--- src/rtl/serial_adder.sv ---
// ---------------------------------------------------------------------------
// serial_adder
//   Bit-serial WIDTH-bit adder with carry-in. Both operands are consumed
//   LSB-first through a single full-adder cell and a carry flop, one bit per
//   clock. A start/busy/done handshake frames each operation.
//
// Parameters
//   WIDTH  operand and sum width in bits (2 or more)
//
// Ports
//   clk    rising-edge clock
//   rst_n  asynchronous active-low reset
//   start  request; only sampled while not busy (IDLE or DONE)
//   a, b   augend / addend, captured on an accepted start
//   cin    carry-in, captured on an accepted start
//   busy   high while bits are being processed
//   done   one-cycle pulse; sum/cout are valid from this cycle
//   sum    registered result, held until the next completion
//   cout   registered final carry-out, held with sum
// ---------------------------------------------------------------------------
module serial_adder #(
    parameter int WIDTH = 8
) (
    input  logic             clk,
    input  logic             rst_n,
    input  logic             start,
    input  logic [WIDTH-1:0] a,
    input  logic [WIDTH-1:0] b,
    input  logic             cin,
    output logic             busy,
    output logic             done,
    output logic [WIDTH-1:0] sum,
    output logic             cout
);

    localparam int CW = $clog2(WIDTH);
    localparam logic [CW-1:0] LAST = CW'(WIDTH - 1);

    typedef enum logic [1:0] {
        IDLE  = 2'd0,
        SHIFT = 2'd1,
        DONE  = 2'd2
    } state_t;

    state_t state_reg, state_next;

    logic [WIDTH-1:0] ra_reg, rb_reg, rs_reg;
    logic             carry_reg;
    logic [CW-1:0]    cnt_reg;
    logic [WIDTH-1:0] sum_reg;
    logic             cout_reg;

    logic             s_bit;
    logic             c_bit;
    logic             last_bit;
    logic             accept;
    logic [WIDTH-1:0] rs_next;

    // Single full-adder cell working on the current LSBs.
    always_comb begin
        s_bit    = ra_reg[0] ^ rb_reg[0] ^ carry_reg;
        c_bit    = (ra_reg[0] & rb_reg[0]) | (ra_reg[0] & carry_reg) | (rb_reg[0] & carry_reg);
        // Sum bits enter at the MSB so that after WIDTH shifts bit 0 sits at bit 0.
        rs_next  = {s_bit, rs_reg[WIDTH-1:1]};
        last_bit = (cnt_reg == LAST);
        // DONE accepts a new start just like IDLE, giving back-to-back operation.
        accept   = start && (state_reg != SHIFT);
    end

    // State register
    always_ff @(posedge clk or negedge rst_n) begin
        if (!rst_n) begin
            state_reg <= IDLE;
        end else begin
            state_reg <= state_next;
        end
    end

    // Next-state logic
    always_comb begin
        state_next = state_reg;
        case (state_reg)
            IDLE:    if (start) state_next = SHIFT;
            SHIFT:   if (last_bit) state_next = DONE;
            DONE:    state_next = start ? SHIFT : IDLE;
            default: state_next = IDLE;
        endcase
    end

    // Datapath: operand shifters, carry flop, bit counter and result registers.
    always_ff @(posedge clk or negedge rst_n) begin
        if (!rst_n) begin
            ra_reg    <= '0;
            rb_reg    <= '0;
            rs_reg    <= '0;
            carry_reg <= 1'b0;
            cnt_reg   <= '0;
            sum_reg   <= '0;
            cout_reg  <= 1'b0;
        end else if (accept) begin
            ra_reg    <= a;
            rb_reg    <= b;
            rs_reg    <= '0;
            carry_reg <= cin;
            cnt_reg   <= '0;
        end else if (state_reg == SHIFT) begin
            ra_reg    <= {1'b0, ra_reg[WIDTH-1:1]};
            rb_reg    <= {1'b0, rb_reg[WIDTH-1:1]};
            rs_reg    <= rs_next;
            carry_reg <= c_bit;
            cnt_reg   <= cnt_reg + CW'(1);
            // Results are only published on the completing edge, so partial
            // sums never appear on the outputs.
            if (last_bit) begin
                sum_reg  <= rs_next;
                cout_reg <= c_bit;
            end
        end
    end

    always_comb begin
        busy = (state_reg == SHIFT);
        done = (state_reg == DONE);
        sum  = sum_reg;
        cout = cout_reg;
    end

endmodule

--- config.mk ---
export PLATFORM = sky130hd
export DESIGN_NAME = serial_adder
export DESIGN_NICKNAME = d
export VERILOG_FILES = /design/src/rtl/serial_adder.sv
export SDC_FILE = /design/constraint.sdc
export NUM_CORES = 1
export LEC_CHECK = 0
export ABC_AREA = 1
export CORE_MARGIN = 1.5
export CORE_UTILIZATION = 52
export CTS_CLUSTER_DIAMETER = 200
export DETAILED_ROUTE_END_ITERATION = 12
export PLACE_DENSITY = 0.87
export SLEW_MARGIN = 20
export SYNTH_ARGS = -nofsm -noshare
export SYNTH_HDL_FRONTEND = slang
export SYNTH_SLANG_ARGS = --single-unit
--- constraint.sdc ---
create_clock -name clk -period 1.5 [get_ports clk]
set_clock_uncertainty 0.05 [all_clocks]
set_input_delay 0.45 -clock clk [delete_from_list [all_inputs] [get_ports clk]]
set_output_delay 0.45 -clock clk [all_outputs]
set_load 0.01 [all_outputs]
### Word level (Yosys, flattened, before mapping)

Index checks and enable logic that the tools add are counted.

| word-level totals | value |
|---|---|
| register bits after elaboration | 39 |
| bits in latches | 0 |
| memory bits (writable) | 0 |
| bits in read-only memories | 0 |
| memories | 0 |

| cells by class | value |
|---|---|
| order comparisons | 0 |
| bitwise operators | 8 |
| equality and inequality tests | 6 |
| reduce and logical (&&, ||, !) cells | 5 |
| mux-type cells | 14 |
| multiply operators | 0 |
| shift-type cells | 0 |
| $add $sub $neg | 1 |
| divide/modulo/power cells | 0 |

Operators with widths:

| operator | number |
|---|---|
| $mux W8 | 6 |
| $mux W3 | 2 |
| $pmux W2 S3 | 1 |
| $mux W2 | 2 |
| $ne A2 B1 Y1 const B | 2 |
| $add A3 B1 Y3 const B | 1 |
| $and A1 B1 Y1 | 3 |
| $eq A3 B3 Y1 const B | 1 |
| $mux W1 | 3 |
| $reduce_and A3 Y1 | 1 |
| $eq A2 B1 Y1 const B | 1 |
| $eq A2 B2 Y1 const B | 1 |
| $logic_not A2 Y1 | 1 |
| $ne A2 B2 Y1 const B | 1 |
| $or A1 B1 Y1 | 2 |
| $reduce_and A2 Y1 | 1 |
| $reduce_bool A2 Y1 | 1 |
| $xor A1 B1 Y1 | 2 |
| $logic_and A1 B1 Y1 | 1 |
| $not A1 Y1 | 1 |

### Longest topological paths before layout

Gate-level depths: netlist of run 1.

| depth | value |
|---|---|
| word-level depth | 5 |
| gate-level depth with buffers | 6 |

### Least setup slack after synthesis of run 1

No wires, ideal clock.

| timing path | value |
|---|---|
| path type | flip-flop to flip-flop |
| from | reg cnt_reg[0] |
| to | reg sum_reg[7] (netlist: sum[7]) |
| buffers on the path | 0 |
| path slack | 245 ps |
| cell stages (with the launch flop) | 7 |
| library setup time | 117 ps |
| data arrival time | 1088 ps |
| cell sequence | dfrtp_1 -> ha_1 -> ha_1 -> inv_1 -> nor2_8 -> nand2_1 -> nand2_1 |

| on the way | value |
|---|---|
| longest elaborated chain between the ends | 2 |

RTL lines:

| item | RTL line | text |
|---|---|---|
| start, declared | 49 | `logic [CW-1:0] cnt_reg;` |
| start signal, assigned | 111 | `cnt_reg <= cnt_reg + CW'(1);` |
| $eq A3 B3 Y1 | 65 | `last_bit = (cnt_reg == LAST);` |
| $reduce_and A3 Y1 (no line) | n/a |  |
| end signal, assigned | 115 | `sum_reg <= rs_next;` |
| end, declared | 50 | `logic [WIDTH-1:0] sum_reg;` |

Every way passes these cells.
A chain may end at the register's enable or synchronous reset.

### Worst setup path after layout of run 1

| timing path | value |
|---|---|
| from | reg state_reg[1] |
| to | out busy |

| on the way | value |
|---|---|
| longest elaborated chain between the ends | 1 |

RTL lines:

| item | RTL line | text |
|---|---|---|
| start, declared | 45 | `state_t state_reg, state_next;` |
| start signal, assigned | 75 | `state_reg <= state_next;` |
| $eq A2 B1 Y1 | 122 | `busy = (state_reg == SHIFT);` |
| end, declared | 30 | `output logic busy,` |

Every way passes these cells.

==> summary.md, run 1 <==
| Metric | Value |
|---|---|
| Initial DRC count | 62 |
| Multiplexer share of the synthesized area | 0% |
| Root Driver | clkbuf_4 |
| Die Wd | 62.3 um |
| Per-cell routed wire length | 12.5 um |
| Setup TNS | -181 ps |
| Final ANT Viol Nets | 0 |
| Most frequent cells in the layout | 62 x nand2_1, 40 x nand3_1, 38 x dfrtp_1 |
| GR Overflow Total | 0 |
| Drt first pass iters | 4 |
| CP Max Fanout | 2 |
| Mapped Area | 1830 um^2 |
| Core Util, Final | 69.2% |
| Period utilization | 106% |
| Area Growth Syn to Fin | 27.3% |
| Die Y | 62.3 um |
| Main combinational cell family by area after synthesis | simple AND/OR/NAND/NOR gates |
| DR vias | 1,407 |
| Worst Path Buf+Inv | 2 |
| Pwr/cell area | 1820 nW/um^2 |
| DIE AREA | 3880 um^2 |
| Actual slew at the worst max-slew pin | 271 ps |
| Port Buffers | 30 |
| Placed cell areas | 2170 um^2 |
| Failing checks | negative setup slack |
| CTS sink count | 38 |
| Max-cap violations | 0 |
| Syn avg cell area | 9.94 um^2 |
| Crit-path cells | buf_4, nor2_4, buf_6 |
| Outcome | finished with violations |
| CTS Buf Count | 5 |
| CP max stage delay | 410 ps |
| Non-filler cells, final | 284 |
| Top Layer Used | met4 |
| Top-Level Pins | 31 |
| RSZ-0062 raised after global routing | yes |
| Ant diodes | 0 |
| Crit path time final | 1590 ps |
| Slew Limit Headroom | 81.9% |
| Initial antenna violation count | 0 |
| Cell count after synthesis | 184 |
| Vias in the first global route | 1,389 |
| Critical path class | reg2out |
| P_leak | 1.15 nW |
| DR WL met3 | 101 um |
| Hold crit path type | reg2reg |
| Yosys cell types | 18 |
| Max VDD drop | 1410 uV |
| Initial Utilization | 54.4% |
| Startpoint types | flip-flop |
| Worst-skew pair later-pin latency | 350 ps |
| Simple-gate share of the synthesized area | 36.7% |
| Worst EP arrival | 1090 ps |
| Sequential Area | 951 um^2 |
| Total wire length | 3.55 mm |
| Largest net degree at the start of global routing | 39 |
| Final Max Tran Viols | 0 |
| # fillers | 275 |
| Peak Freq | 627 MHz |
| Clock Pin Slew Worst Setup and Hold Paths | 110 ps |
| Nets@finish | 260 |
| Placer Congestion | 0.730 |
| Register bit total from synthesis | 38 |
| Most common cell after layout, fill and taps aside | nand2_1 |
| Core area | 3360 um^2 |
| Compound-Gate Fraction of Synth Area | 0.821% |
| H-Tree Level Count | 2 |
| Overall Global Routing Usage | 19.5% |
| Syn_nets | 207 |
| Endpoints failing hold | 0 |
| Clock buffer depth | 2 |
| Final worst slack | -94.2 ps |
| Synth warn | 0 |
| Wl on met1 | 1.63 mm |
| Placed Instances | 260 |
| Global-route wire length before repair | 5.97 mm |
| DRC Markers | 0 |
| HPWL after DPL | 2.22 mm |
| CTS tree | built |
| Final Power | 4.24 mW |
| Register area share after synthesis | 52.0% |
| Met2 Wirelength | 1.71 mm |
| Fraction of layout cells with a size suffix above 1 | 30.3% |
| Area of the multi-input gates | 733 um^2 |
| Final setup vio count | 2 |
| Critical-path top delay cell | dfrtp_1 |
| Critical Path RT | 1000 ps |
| Post-Layout Inst Area | 2330 um^2 |
| FP Rows | 21 |
| CP Capture Type | output port |
| Xor/xnor share of the synthesized area | 0% |
| Synth Area in Adders | 2.46% |
| Crit-path leading delay family | flip-flops |
| Vias per cell | 4.95 |
==> layer usage <==
layer	vias to the layer above	GRT usage (%)
met4	0	12.2
met1	659	25.5
met5	-	0
met2	27	30.0
li1	710	-
met3	11	3.62
==> worst paths after layout <==
kind	startpoint	to	slack [ps]	cells after the start
max in group asynchronous	rst_n	rs_reg[4]$_DFFE_PN0P_	690	3
min in group asynchronous	rst_n	sum[2]$_DFFE_PN0P_	530	3
setup / recovery	state_reg[1]$_DFFE_PN0P_	busy	-90	3
hold / removal	sum[2]$_DFFE_PN0P_	sum[2]$_DFFE_PN0P_	450	2
hold reg to reg	sum[2]$_DFFE_PN0P_	sum[2]$_DFFE_PN0P_	450	2
setup reg to reg	state_reg[1]$_DFFE_PN0P_	sum[3]$_DFFE_PN0P_	50	9
==> final cells by class <==
cell class | count | share of cell area (%)
repair buffers | 57 | 21.3
multi-input cells | 131 | 31.5
well taps | 46 | 2.47
flip-flops and latches | 38 | 40.8
clock inverters | 1 | 1.29
inverters | 4 | 0.645
clock buffers | 7 | 1.93
==> worst reg2reg max path: cells and delay by family (launching register included) <==
| family | cells | cell delay (ps) |
|---|---|---|
| buffers and inverters | 5 | 560 |
| DFF | 1 | 410 |
| and+or+nand+nor | 4 | 360 |
==> cells by family (layout without fill, tap and decap cells) <==
| kind of cell | Yosys count | after routing |
|---|---|---|
| AND/OR/NAND/NOR | 126 | 126 |
| buffers and inverters | 15 | 69 |
| AO/OA/AOI/OAI | 2 | 2 |
| flip-flops | 38 | 38 |
| adder cells (fa/ha/maj) | 3 | 3 |
==> power breakdown <==
part	leakage, nW	total, mW	switching, mW	internal (mW)
clock network	0.0395	0.686	0.333	0.354
logic	0.629	1.82	0.969	0.849
registers	0.486	1.74	0.281	1.45
==> cell usage after synthesis <==
cell type | n | share of area, %
nand3_2 | 19 | 10
nand3_1 | 40 | 11
o22ai_1 | 1 | 0.34
o21ai_2 | 1 | 0.48
buf_4 | 3 | 1.2
dfrtp_1 | 38 | 52
nand2_1 | 62 | 13
nand2_2 | 2 | 0.68
buf_6 | 4 | 2.5
buf_12 | 3 | 3.3
nor2_1 | 1 | 0.21
inv_1 | 1 | 0.21
buf_2 | 1 | 0.27
nor2_8 | 1 | 1.1
nor2_4 | 1 | 0.62
ha_1 | 2 | 1.4
inv_2 | 3 | 0.62
fa_1 | 1 | 1.1
==> timing repair <==
action / 4_1_cts / 5_1_grt
setup buffers: 9 / 6
pin swaps: 0 / 1
endpoints found under the setup margin: 11 / 36
gates resized for setup: 29 / 10
hold buffers: 1 / 0
cloned: 0 / 0
hold endpoints to repair: 38 / 0
==> metrics by stage <==
stage | setup slack [ps] | hold slack [ps]
after floorplan | 245 | 104
after global placement | -41.8 | 380
after detailed placement | -50.9 | 376
after CTS | -107 | 449
after global routing | -157 | 482
final | -94.2 | 447
(Power assumes the default switching activity.)
==> run 2, diff against run 1 <==
--- a/config.mk
+++ b/config.mk
@@ -6,6 +6,7 @@
 export NUM_CORES = 1
 export LEC_CHECK = 0
 export ABC_AREA = 1
+export ABC_CLOCK_PERIOD_IN_PS = 1600
 export CORE_MARGIN = 1.5
 export CORE_UTILIZATION = 52
 export CTS_CLUSTER_DIAMETER = 200
==> constraint.sdc (replaced) <==
create_clock -name clk -period 1.6 [get_ports clk]
set_clock_uncertainty 0.05 [all_clocks]
set_input_delay 0.48 -clock clk [delete_from_list [all_inputs] [get_ports clk]]
set_output_delay 0.48 -clock clk [all_outputs]
set_load 0.01 [all_outputs]
==> run 2 against run 1 <==
Against the previous run: the flow still finishes with violations (negative setup slack); routed wire length decreased by 6.1%; via count decreased by 2.9%; sequential share of layout area rose by 1.2 points; cell count shrank 5.6%; first-iteration DRC count increased by 31%; clock-buffer cell count down 2; sequential power shrank 6%; utilization is 1.9 points lower; highest routed layer unchanged; total power fell by 9.4%; clock power decreased by 6.6%.
==> summary.md, run 2 (same netlist as run 1, synthesis figures left out) <==
| Metric | Value |
|---|---|
| Outcome | finished with violations |
| Failing checks | negative setup slack |
| Non-filler cells, final | 268 (-5.6%) |
| Crit-path leading delay family | flip-flops |
| Fraction of layout cells with a size suffix above 1 | 22.1% (-8.2 points) |
| CTS Buf Count | 5 (unchanged) |
| Actual slew at the worst max-slew pin | 583 ps (+312 ps) |
| Hold crit path type | reg2reg |
| Most common cell after layout, fill and taps aside | nand2_1 |
| CTS tree | built |
| Die Y | 62.3 um (unchanged) |
| Clock buffer depth | 2 (unchanged) |
| Area Growth Syn to Fin | 23.7% |
| Critical-path top delay cell | dfrtp_1 |
| Slew Limit Headroom | 61.1% (-21 points) |
| Root Driver | clkbuf_4 |
| Critical Path RT | 1070 ps (+70 ps) |
| CP Capture Type | output port |
| Critical path class | reg2out |
| CP max stage delay | 430 ps (+20 ps) |
| Per-cell routed wire length | 12.4 um (-0.48%) |
| Die Wd | 62.3 um (unchanged) |
| Vias per cell | 5.10 (+2.9%) |
| Top-Level Pins | 31 (unchanged) |
| Pwr/cell area | 1700 nW/um^2 (-6.8%) |
| Final Power | 3.84 mW (-9.4%) |
| Initial antenna violation count | 0 (unchanged) |
| Initial Utilization | 54.4% (unchanged) |
| Worst EP arrival | 1100 ps (about the same) |
| Crit-path cells | buf_6, inv_4, nor2_4, buf_6 |
| Largest net degree at the start of global routing | 29 (-26%) |
| CP Max Fanout | 2 (unchanged) |
| Max VDD drop | 910 uV (-35%) |
| Nets@finish | 244 (-6.2%) |
| FP Rows | 21 (unchanged) |
| RSZ-0062 raised after global routing | yes |
| Core area | 3360 um^2 (unchanged) |
| Port Buffers | 30 (unchanged) |
| DIE AREA | 3880 um^2 (unchanged) |
| Final worst slack | -34.4 ps (+59.8 ps) |
| Most used cell along the critical path | buf_6 |
| GR Overflow Total | 0 (unchanged) |
| DR vias | 1,366 (-2.9%) |
| Worst Path Buf+Inv | 3 (+1) |
| P_leak | 1.09 nW (-5.3%) |
| Placer Congestion | 0.747 (+2.4%) |
| Vias in the first global route | 1,325 (-4.6%) |
| Placed Instances | 255 (-1.9%) |
| Worst-skew pair later-pin latency | 350 ps (about the same) |
| HPWL after DPL | 2.23 mm (+0.59%) |
| Most frequent cells in the layout | 62 x nand2_1, 40 x nand3_1, 38 x dfrtp_1 |
| Placed cell areas | 2130 um^2 (-1.7%) |
| Final setup vio count | 2 (unchanged) |
| Endpoints failing hold | 0 (unchanged) |
| Final ANT Viol Nets | 0 (unchanged) |
| Final Max Tran Viols | 0 (unchanged) |
| Startpoint types | flip-flop |
| # fillers | 287 (+4.4%) |
| Initial DRC count | 81 (+31%) |
| Post-Layout Inst Area | 2260 um^2 (-2.8%) |
| H-Tree Level Count | 2 (unchanged) |
| Clock Pin Slew Worst Setup and Hold Paths | 120 ps (about the same) |
| Max-cap violations | 0 (unchanged) |
| Overall Global Routing Usage | 19.5% (+0.047 points) |
| CTS sink count | 38 (unchanged) |
| Total wire length | 3.33 mm (-6.1%) |
| Period utilization | 102% |
| Peak Freq | 612 MHz |
| Drt first pass iters | 5 (+1) |
| Ant diodes | 0 (unchanged) |
| Crit path time final | 1630 ps |
| Global-route wire length before repair | 5.98 mm (+0.12%) |
| DRC Markers | 0 (unchanged) |
## run 2: cell types whose count changed in the layout (fill, tap and decap cells not counted), moves of 2 or more
cell	change
clkinv_2	+2
dlygate4sd2_1	+5
clkdlybuf4s15_1	+4
clkbuf_2	-9
clkbuf_1	-2
buf_4	-16
## run 2: timing repair
action,CTS,global route
gates resized for setup,18,10
setup endpoints to repair,11,8
buffers inserted,2,2
hold endpoints to repair,15,0
pin swaps,1,0
hold buffers,1,0
## run 2: layer usage
layer	global-route usage [%]	share of wire [%]	vias up
li1	-	-	682
met1	24.5	45	659
met2	31.8	49	19
met3	5.43	3.4	6
met4	8.33	2.1	0
met5	0	0	-
## run 2: layout make-up
cell class,instances,area (um^2),share of cell area [%]
timing repair buffer,41,422,18.6
clock inverter,3,40.0,1.77
multi-input combinational,131,738,32.6
sequential,38,951,42.0
inverter,4,17.5,0.774
clock buffer,5,37.5,1.66
tap,46,57.6,2.54
## run 2: path summary, 6_finish.rpt
kind	from	cells past startpoint	slack (ps)	end
setup / recovery	state_reg[1]$_DFFE_PN0P_	4	-30	done
hold / removal	sum[4]$_DFFE_PN0P_	2	440	sum[4]$_DFFE_PN0P_
setup reg to reg	state_reg[1]$_DFFE_PN0P_	6	170	cout$_DFFE_PN0P_
hold reg to reg	sum[4]$_DFFE_PN0P_	2	440	sum[4]$_DFFE_PN0P_
max in group asynchronous	rst_n	3	540	sum[7]$_DFFE_PN0P_
min in group asynchronous	rst_n	2	510	state_reg[1]$_DFFE_PN0P_
## run 2: stage by stage
step | TNS, ps | hold WS [ps] | utilization, % | setup WS (ps)
6_report | -56.7 | 437 | 67.3 | -34.4
5_1_grt | -162 | 465 | 67.3 | -86.9
4_1_cts | -79.0 | 446 | 66.0 | -51.9
3_5_place_dp | -3000 | 367 | 63.4 | -152
3_3_place_gp | -2250 | 368 | 63.4 | -111
2_1_floorplan | 0 | 134 | - | 316
## run 2: worst register-to-register path, cell delays in order (launching register included)
cell     delay, ps
dfrtp_1        430
buf_6          130
nor2_4          80
buf_4          270
nand2_2        190
nand2_1        110
nand2_1         60
## run 2: where the power goes
part	switching, mW	leakage (nW)	internal (mW)
Clock	0.317	0.0450	0.324
Sequential	0.278	0.486	1.36
Combinational	0.841	0.562	0.716
Total	1.44	1.09	2.40
==> run 3, diff against run 2 <==
--- a/config.mk
+++ b/config.mk
@@ -6,12 +6,12 @@
 export NUM_CORES = 1
 export LEC_CHECK = 0
 export ABC_AREA = 1
-export ABC_CLOCK_PERIOD_IN_PS = 1600
+export ABC_CLOCK_PERIOD_IN_PS = 1500
 export CORE_MARGIN = 1.5
-export CORE_UTILIZATION = 52
+export CORE_UTILIZATION = 47
 export CTS_CLUSTER_DIAMETER = 200
 export DETAILED_ROUTE_END_ITERATION = 12
-export PLACE_DENSITY = 0.87
+export PLACE_DENSITY = 0.84
 export SLEW_MARGIN = 20
 export SYNTH_ARGS = -nofsm -noshare
 export SYNTH_HDL_FRONTEND = slang
==> constraint.sdc (replaced) <==
create_clock -name clk -period 1.5 [get_ports clk]
set_clock_uncertainty 0.05 [all_clocks]
set_input_delay 0.45 -clock clk [delete_from_list [all_inputs] [get_ports clk]]
set_output_delay 0.45 -clock clk [all_outputs]
set_load 0.01 [all_outputs]
==> run 3 against run 2 <==
Against the previous run: the run now ends clean; routed wire length rose by 6.0%; cell count up 1.5%; die area increased by 10%; worst setup slack improved by 80 ps; sequential cell count unchanged; critical path type unchanged; critical endpoint is now sum[0]; largest power group unchanged; highest routed layer unchanged.
==> summary.md, run 3 (same netlist as run 1, synthesis figures left out) <==
| Metric | Value |
|---|---|
| Outcome | finished clean |
| Root Driver | clkbuf_8 |
| CP Capture Type | output port |
| Critical Path RT | 1000 ps (-70 ps) |
| CTS sink count | 38 (unchanged) |
| Sw Share | 36.7% (-0.69 points) |
| Placed Instances | 260 (+2.0%) |
| Placer Congestion | 0.710 (-5.0%) |
| Clock buffer depth | 2 (unchanged) |
| Endpoints failing hold | 0 (unchanged) |
| Actual slew at the worst max-slew pin | 271 ps (-312 ps) |
| Largest net degree at the start of global routing | 47 (+62%) |
| Vias per cell | 5.24 (+2.8%) |
| Top-Level Pins | 31 (unchanged) |
| GR Overflow Total | 0 (unchanged) |
| Sequential Area | 951 um^2 (unchanged) |
| FP Rows | 22 (+4.8%) |
| Final setup vio count | 0 (-2) |
| P_leak | 1.13 nW (+3.4%) |
| H-Tree Level Count | 2 (unchanged) |
| Overall Global Routing Usage | 18.1% (-1.4 points) |
| Worst Path Buf+Inv | 1 (-2) |
| Ant diodes | 0 (unchanged) |
| Initial DRC count | 67 (-17%) |
| RSZ-0062 raised after global routing | yes |
| Setup TNS | 0 ps (+56.7 ps) |
| Vias in the first global route | 1,355 (+2.3%) |
| Crit-path cells | dlygate4sd2_1 |
| Global-route wire length before repair | 5.97 mm (-0.12%) |
| Area of the multi-input gates | 731 um^2 (-1.0%) |
| Die Wd | 65.4 um (+4.9%) |
| Most common cell after layout, fill and taps aside | nand2_1 |
| Psw | 1.57 mW (+9.6%) |
| WHS | 62.7 ps (-375 ps) |
| Gate power share | 39.6% (-1.0 points) |
| Final Power | 4.29 mW (+12%) |
| Core Util, Final | 62.7% (-4.6 points) |
| Nets@finish | 246 (+0.82%) |
| Initial antenna violation count | 0 (unchanged) |
| Area Growth Syn to Fin | 26.3% |
| CP max stage delay | 380 ps (-50 ps) |
| CP Max Fanout | 2 (unchanged) |
| DRC Markers | 0 (unchanged) |
| Drt first pass iters | 4 (-1) |
| DR vias | 1,425 (+4.3%) |
| Period utilization | 97.0% |
| Final ANT Viol Nets | 0 (unchanged) |
| Crit-path leading delay family | flip-flops |
| CTS Buf Count | 5 (unchanged) |
| Critical-path top delay cell | dfrtp_1 |
| Final Max Tran Viols | 0 (unchanged) |
| Int Pwr | 2.71 mW (+13%) |
| Core area | 3690 um^2 (+9.7%) |
| Worst EP arrival | 950 ps (-150 ps) |
| Seq pwr share | 40.7% (-2.0 points) |
| Post-CTS Hold Buffers | 0 (-1) |
| Startpoint types | flip-flop |
| Fraction of layout cells with a size suffix above 1 | 22.8% (+0.70 points) |
| Non-filler cells, final | 272 (+1.5%) |
| Peak Freq | 688 MHz |
| Hold crit path type | in2async |
| DIE AREA | 4280 um^2 (+10%) |
| Crit path time final | 1450 ps |
| Critical path class | reg2out |
| Port Buffers | 30 (unchanged) |
| Post-Place Worst Slack | -53.7 ps (+98.1 ps) |
| HPWL after DPL | 2.25 mm (+1.1%) |
| Clock share of power | 19.7% (+3.0 points) |
| Total wire length | 3.53 mm (+6.0%) |
| Slew Limit Headroom | 82.0% (+21 points) |
| Max VDD drop | 666 uV (-27%) |
| Max-cap violations | 0 (unchanged) |
| Initial Utilization | 49.6% (-4.8 points) |
| Per-cell routed wire length | 13.0 um (+4.4%) |
| # fillers | 346 (+21%) |
| CTS tree | built |
| Worst-skew pair later-pin latency | 290 ps (-60 ps) |
| Placed cell areas | 2170 um^2 (+1.8%) |
| Pwr/cell area | 1860 nW/um^2 (+9.4%) |
| Most frequent cells in the layout | 62 x nand2_1, 40 x nand3_1, 38 x dfrtp_1 |
| Clock Pin Slew Worst Setup and Hold Paths | 80 ps (-40 ps) |
| Die Y | 65.4 um (+4.9%) |
| Final worst slack | 45.6 ps (+80.1 ps) |
| Post-Layout Inst Area | 2310 um^2 (+2.1%) |
[run 3: repair_timing]
action                     CTS  global route
resized for setup           17             1
setup endpoints to repair   11             6
gates cloned                 0             1
buffers inserted             1             2
[run 3: layout make-up]
type	instances	area share, %
Clock buffer	5	2.98
Clock inverter	3	1.73
Inverter	4	0.650
Multi-Input combinational cell	131	31.6
Sequential cell	38	41.1
Tap cell	48	2.60
Timing Repair Buffer	43	19.3
[run 3: path summary, 6_finish.rpt]
check / startpoint / endpoint / slack, ps / depth (start not counted)
setup reg to reg: state_reg[0]$_DFFE_PN0P_ / carry_reg$_DFFE_PN0P_ / 100 / 6
min in group clk: sum[5]$_DFFE_PN0P_ / sum[5]$_DFFE_PN0P_ / 430 / 2
hold / removal: rst_n / state_reg[0]$_DFFE_PN0P_ / 60 / 2
setup / recovery: sum[0]$_DFFE_PN0P_ / sum[0] / 50 / 1
hold reg to reg: sum[5]$_DFFE_PN0P_ / sum[5]$_DFFE_PN0P_ / 430 / 2
max in group asynchronous: rst_n / ra_reg[1]$_DFFE_PN0P_ / 1150 / 2
[run 3: layer usage]
layer  up-vias  GRT usage, %  routed length (um)  share of wire (%)
li1        682             -                   -                  -
met1       690          22.4                1570                 44
met2        48          31.1                1760                 50
met3         5          5.31                 158                4.5
met4         0          4.69                  38                1.1
met5         -             0                   0                  0
[run 3: power groups by stage]
stage / combinational, mW / sequential [mW] / clock [mW]
global placement: 1.59 / 1.74 / 0
floorplan: 1.22 / 1.77 / 0
global route: 1.90 / 1.80 / 0.919
finish: 1.70 / 1.74 / 0.846
detailed placement: 1.63 / 1.77 / 0
CTS: 1.56 / 1.75 / 0.860
